===== src/rtl/imem_loader.sv =====
// Boot-time instruction memory loader: assembles little-endian words from a byte
// stream, writes them to consecutive imem addresses, then releases the core reset.
module imem_loader #(
   parameter int DEPTH = 32,
   parameter int AW    = 5
) (
   input  logic          clk,
   input  logic          rst_n,
   input  logic          start,
   input  logic [AW:0]   len,
   input  logic          byte_valid,
   input  logic [7:0]    byte_data,
   output logic          byte_ready,
   output logic          imem_we,
   output logic [AW-1:0] imem_waddr,
   output logic [31:0]   imem_wdata,
   output logic          cpu_rst_n,
   output logic          busy,
   output logic          done,
   output logic          err,
   output logic [31:0]   checksum
);

   typedef enum logic [2:0] {
      IDLE,
      RECV,
      WRITE,
      RUN,
      ERR
   } state_e;

   localparam logic [AW:0] LenMax = (AW+1)'(DEPTH);

   state_e        state_q, state_d;
   logic [AW:0]   len_q;
   logic [AW:0]   word_cnt_q;
   logic [1:0]    byte_cnt_q;
   logic [23:0]   lanes_q;
   logic [AW-1:0] waddr_q;
   logic [31:0]   wdata_q;
   logic [31:0]   checksum_q;
   logic          lenOk;
   logic          canStart;
   logic          accept;

   assign lenOk    = (len != '0) && (len <= LenMax);
   assign canStart = (state_q == IDLE) || (state_q == RUN) || (state_q == ERR);
   assign accept   = (state_q == RECV) && byte_valid && byte_ready;

   always_ff @(posedge clk or negedge rst_n) begin
      if (!rst_n) begin
         state_q <= IDLE;
      end else begin
         state_q <= state_d;
      end
   end

   always_comb begin
      state_d = state_q;
      case (state_q)
         IDLE, RUN, ERR: begin
            if (start) begin
               state_d = lenOk ? RECV : ERR;
            end
         end
         RECV: begin
            if (accept && (byte_cnt_q == 2'd3)) begin
               state_d = WRITE;
            end
         end
         WRITE: begin
            state_d = ((word_cnt_q + (AW+1)'(1)) == len_q) ? RUN : RECV;
         end
         default: state_d = IDLE;
      endcase
   end

   // Lanes 0..2 are buffered; lane 3 arrives with the handshake that completes the word.
   always_ff @(posedge clk or negedge rst_n) begin
      if (!rst_n) begin
         len_q      <= '0;
         word_cnt_q <= '0;
         byte_cnt_q <= '0;
         lanes_q    <= '0;
         waddr_q    <= '0;
         wdata_q    <= '0;
         checksum_q <= '0;
      end else begin
         if (canStart && start && lenOk) begin
            len_q      <= len;
            word_cnt_q <= '0;
            byte_cnt_q <= '0;
            checksum_q <= '0;
         end
         if (accept) begin
            byte_cnt_q <= byte_cnt_q + 2'd1;
            case (byte_cnt_q)
               2'd0: lanes_q[7:0]   <= byte_data;
               2'd1: lanes_q[15:8]  <= byte_data;
               2'd2: lanes_q[23:16] <= byte_data;
               default: begin
                  waddr_q <= word_cnt_q[AW-1:0];
                  wdata_q <= {byte_data, lanes_q};
               end
            endcase
         end
         if (state_q == WRITE) begin
            checksum_q <= checksum_q ^ wdata_q;
            word_cnt_q <= word_cnt_q + (AW+1)'(1);
            byte_cnt_q <= '0;
         end
      end
   end

   // Status outputs are flops fed from the next state so they change cleanly on the edge.
   always_ff @(posedge clk or negedge rst_n) begin
      if (!rst_n) begin
         byte_ready <= 1'b0;
         imem_we    <= 1'b0;
         busy       <= 1'b0;
         cpu_rst_n  <= 1'b0;
         done       <= 1'b0;
         err        <= 1'b0;
      end else begin
         byte_ready <= (state_d == RECV);
         imem_we    <= (state_d == WRITE);
         busy       <= (state_d == RECV) || (state_d == WRITE);
         cpu_rst_n  <= (state_d == RUN);
         done       <= (state_d == RUN);
         err        <= (state_d == ERR);
      end
   end

   assign imem_waddr = waddr_q;
   assign imem_wdata = wdata_q;
   assign checksum   = checksum_q;

endmodule


===== config.mk =====
export PLATFORM = sky130hd
export DESIGN_NAME = imem_loader
export DESIGN_NICKNAME = d
export VERILOG_FILES = /design/src/rtl/imem_loader.sv
export SDC_FILE = /design/constraint.sdc
export NUM_CORES = 1
export LEC_CHECK = 0
export CAP_MARGIN = 15
export CORE_MARGIN = 4
export CORE_UTILIZATION = 51
export CTS_BUF_LIST = sky130_fd_sc_hd__clkbuf_8
export CTS_CLUSTER_DIAMETER = 60
export DETAILED_ROUTE_END_ITERATION = 12
export PLACE_DENSITY = 0.87
export SKIP_CTS_REPAIR_TIMING = 1
export SYNTH_ARGS = -nofsm -noshare
export SYNTH_HDL_FRONTEND = slang
export SYNTH_SLANG_ARGS = --single-unit

===== constraint.sdc =====
create_clock -name clk -period 3.3 [get_ports clk]
set_input_delay 0.66 -clock clk [delete_from_list [all_inputs] [get_ports clk]]
set_output_delay 0.66 -clock clk [all_outputs]
set_load 0.02 [all_outputs]

# Word-level counts from Yosys, hierarchy flattened
# Cells that the tools add are included.
totals:
  word_cells: 64
  regBits: 115
  out_inout_bits: 75
op_classes:
  order_cmp: 1
  n_mux: 12
  n_bitwise: 2
  add_sub_neg: 2
  n_eq_ne: 12
  reduce_logical: 20
op_table:
  columns: ["op", "n"]
  rows:
  - ["two-way mux 32 bit", 2]
  - ["XOR 32 bit", 1]
  - ["== test 3 x 2 -> 1 bit, second input constant", 4]
  - ["two-way mux 6 bit", 2]
  - ["two-way mux 3 bit", 3]
  - ["one-hot mux 3 bit (3 select lines)", 1]
  - ["two-way mux 2 bit", 4]
  - ["AND reduction 2 bit", 4]
  - ["adder 6 x 1 -> 6 bit, second input constant", 1]
  - ["== test 3 x 1 -> 1 bit, second input constant", 2]
  - ["== test 3 bit, second input constant", 2]
  - ["== test 6 bit", 1]
  - ["<= comparator 6 bit, second input constant", 1]
  - ["logical AND 1 bit", 6]
  - ["nonzero test 6 bit", 1]
  - ["OR reduction 3 bit", 2]
  - ["== test 2 bit, second input constant", 2]
  - ["zero test 3 bit", 1]
  - ["logical OR 1 bit", 3]
  - ["nonzero test 3 bit", 1]
  - ["adder 2 x 1 -> 2 bit, second input constant", 1]
  - ["== test 2 x 1 -> 1 bit, second input constant", 1]
  - ["zero test 2 bit", 1]
  - ["nonzero test 2 bit", 1]
  - ["inverter 1 bit", 1]

# Longest topological paths before layout
depth:
  depth_word: 8
  depth_mapped: 8
  ltp_nobuf: 7

# Least setup slack after synthesis
# OpenSTA, ideal clock, no wires.
synth_timing:
  path_type: "input -> register"
  startpoint: "input port len[1]"
  endpoint: "register len_q[0]"
  path_slack_ps: 1010
  arrival_time_ps: 2165
  cell_stages: 5
  n_path_buf: 1
  setup_ps: 125
  cell_sequence: "or4_1 > o21ai_0 > and4_1 > buf_6 > mux2_2"
synth_between:
  elab_chain_len: 3
synth_lines:
  columns: ["element", "line", "text"]
  rows:
  - ["start, declared", "10", "input logic [AW:0] len,"]
  - ["<= comparator 6 bit / nonzero test 6 bit (equally long branches)", "46", "assign lenOk = (len != '0) && (len <= LenMax);"]
  - ["logical AND 1 bit (*)", "46", null]
  - ["logical AND 1 bit (*)", "89", "if (canStart && start && lenOk) begin"]
  - ["end signal, assigned", "90", "len_q <= len;"]
  - ["end, declared", "35", "logic [AW:0] len_q;"]
# Mark *: on every way between the ends. The rest lies on a longest branch, timed or not.
# A chain may end at the register's enable or synchronous reset.

# Final worst setup path
layout_timing:
  startpoint: "input port len[1]"
  endpoint: "register byte_cnt_q[0]"
layout_between:
  elab_chain_len: 4
layout_lines:
  columns: ["element", "line", "text"]
  rows:
  - ["<= comparator 6 bit / nonzero test 6 bit (equally long branches)", "46", null]
  - ["logical AND 1 bit (*)", "46", null]
  - ["logical AND 1 bit (*)", "89", null]
  - ["nonzero test 3 bit (no line) (*)", null, null]
  - ["end signal, assigned", "96", "byte_cnt_q <= byte_cnt_q + 2'd1;"]
  - ["end, declared", "37", "logic [1:0] byte_cnt_q;"]
# Marked as above.

==> out/metrics.csv <==
stage,metric,value,unit
yosys,synth_top_area_share,0.600,
yosys,synth_warnings,0,
yosys,synth-main-ff-cell,dfrtp_1,
cells_and_area,n_antenna_cell,0,
floorplan,die_w,105,um
floorplan,die_y,105,um
floorplan,ioPinCount,93,
power,pwr_density_cell,689,nW/um2
yosys,synth_cells,377,
yosys,synth.area.top_cells,"dfrtp_1 (60%), mux2_2 (16%), xor2_1 (6.9%)",
critical_path,critPathRequiredTime,3.60,ns
global_route,grt_max_degree,67,
global_route,grt_overflow_total,0,
yosys,yosysTopAreaCell,dfrtp_1,
critical_path,arrival,2.86,ns
sta,slew_headroom,0.451,
yosys,ys_ff_latch,115,
yosys,synthArstFlopShare,1.00,
sta,fin_crit,2.56,ns
route,routed_wl,10200,um
floorplan,die_area,11000,um2
route,dr.first_iter.drc_count,111,
sta,finalSetupTns,0,ns
global_route,antenna_found_initial,0,
sta,finalSetupViolations,0,
critical_path,crit_type,input pin to flop,
sta,final-max-slew-violation-count,0,
sta,skew,0.00949,ns
clock_tree,htreeDepth,4,
route,vias,3214,
global_route,grt_first_pass_wirelength,17100,um
cells_and_area,areaGrowthSynthToFinish,30.1,%
global_route,grt_usage,0.197,
status,status,completed,
yosys,synth.yosys.seq_area_share,0.600,
worst_hold_path,hp-class,input pin to asynchronous set/reset pin,
clock_tree,cts.sinks,115,
critical_path,cp-start-kind,input pin,
clock_tree,cts_root_buf,clkbuf_8,
power,power_leakage,2.96,nW
placement,gp_congestion,0.804,
placement,placedCellCount,573,
critical_path,critPathMaxFanout,23,
floorplan,start_util,0.522,
sta,max_freq,0.391,GHz
route,drc_errors,0,
sta,tightestPinTransition,0.823,ns
clock_tree,cts_tree,done,
floorplan,placementRows,35,
cells_and_area,n_fill_cell,669,
cells_and_area,instances_no_fill,605,
clock_tree,clk_latency,0.42,ns
run,maxCapViolations,0,
placement,numPortBuffers,92,
route,viasPerCell,5.31,
clock_tree,clkTransAtPathRegs,0.07,ns
floorplan,fp.coreArea,9200,um2
route,drtAntennaViolNets,0,
route,wl_per_cell,16.8,um
yosys,syn_avg_cell_area,12.7,um2
sta,rsz0062_at_grt,no,
critical_path,end_kind,flop,
global_route,grt_pass1_vias,3405,
yosys,synthesis.nets,400,
clock_tree,clockBufferDepth,2,
route,drt_first_pass_iters,4,
sta,hold_violations,0,
yosys,syn-cell-area,4800,um2
placement,hpwl,7140,um
yosys,synthTopCellsByCount,"dfrtp_1 (115), mux2_2 (67), nand2_1 (52), nor2_1 (38), xor2_1 (38)",
yosys,synthMostInstantiatedCell,dfrtp_1,
clock_tree,cts_buffers,17,
cells_and_area,drive_above_1_share,0.231,
power,ir_drop,0.000500,V
sta,finalCritPeriodShare,0.776,
yosys,synth_edf_count,0,
cells_and_area,nets,504,
yosys,synth_cell_types,38,
## critical path: stages
cell             delay [ns]
clkdlybuf4s50_1        0.41
or4_1                  0.55
o21ai_0                0.34
and4_2                 0.46
buf_4                  0.33
o31ai_2                0.10
## sequential cells by signal, indices dropped and copies added, names as in the netlist
| register | count |
|---|---|
| busy | 1 |
| len_q | 6 |
| lanes_q | 24 |
| checksum | 32 |
| state_q | 3 |
| imem_wdata | 32 |
| word_cnt_q | 6 |
| byte_cnt_q | 2 |
| imem_we | 1 |
| byte_ready | 1 |
| err | 1 |
| imem_waddr | 5 |
| done | 1 |
## layer usage
metal	GRT usage	part of all wire
met1	0.240	0.42
met2	0.341	0.52
met3	0.0574	0.048
met4	0.0553	0.014
met5	0	0
## metrics by stage
stage	hold WS [ns]	power (mW)	util	instance area, um2	setup slack (ns)
after floorplan	0.364	2.59	-	4800	1.01
after global placement	0.483	3.00	0.636	5850	0.393
after detailed placement	0.488	3.06	0.636	5850	0.310
after CTS	0.349	4.34	0.679	6240	0.757
after global routing	0.375	4.52	0.679	6240	0.612
final	0.324	4.30	0.679	6240	0.740
## cell usage in the layout (no fill, tap or decap), types with 2 or more instances in the layout
| cell type | instances |
|---|---|
| clkinv_4 | 4 |
| nor2b_1 | 2 |
| buf_4 | 9 |
| nand2_1 | 51 |
| o22ai_1 | 2 |
| nor2_1 | 38 |
| clkdlybuf4s50_1 | 91 |
| xor2_1 | 38 |
| nand3_1 | 3 |
| a21o_1 | 3 |
| xnor2_1 | 5 |
| bufinv_16 | 2 |
| inv_1 | 6 |
| o21ai_0 | 5 |
| mux2_2 | 67 |
| mux2i_1 | 2 |
| clkbuf_8 | 19 |
| ha_1 | 5 |
| dfrtp_1 | 115 |
| clkinvlp_4 | 4 |
| o32ai_1 | 2 |
## logic make-up (layout without fill, tap and decap cells)
family | Yosys count | in the layout | synth area share
xor+xnor | 43 | 43 | 0.0785
fa+ha+maj | 5 | 5 | 0.0130
buf+inv | 20 | 137 | 0.0237
flops | 115 | 115 | 0.600
simple gates | 107 | 107 | 0.0957
compound gates | 18 | 18 | 0.0279
mux | 69 | 69 | 0.161
## worst paths after layout
path / from / end / slack, ns / cells after the start
worst max-delay path: len[1] / byte_cnt_q[0] / 0.74 / 6
worst min-delay path: rst_n / imem_waddr[2] / 0.32 / 1
worst max register to register: state_q[0] / imem_wdata[14] / 1.37 / 6
worst min register to register: lanes_q[9] / imem_wdata[9] / 0.50 / 1
max in group asynchronous: rst_n / word_cnt_q[3] / 2.18 / 2
min in group clk: lanes_q[9] / imem_wdata[9] / 0.50 / 1
## power breakdown
part | internal, mW | switching (mW) | leakage, nW | total, mW
clock | 0.707 | 0.565 | 0.196 | 1.27
combinational | 0.573 | 0.480 | 1.22 | 1.05
sequential | 1.74 | 0.235 | 1.54 | 1.98
total | 3.02 | 1.28 | 2.96 | 4.30
## area by class of cell
type,instances,area [um2],area share
clock inverter,13,138,0.0220
multi-input combinational,242,1820,0.291
timing repair buffer,101,998,0.160
tap,111,139,0.0222
inverter,4,15.0,0.00240
sequential,115,2880,0.461
clock buffer,19,262,0.0419
Note: power is estimated with default switching activity, not from simulation.
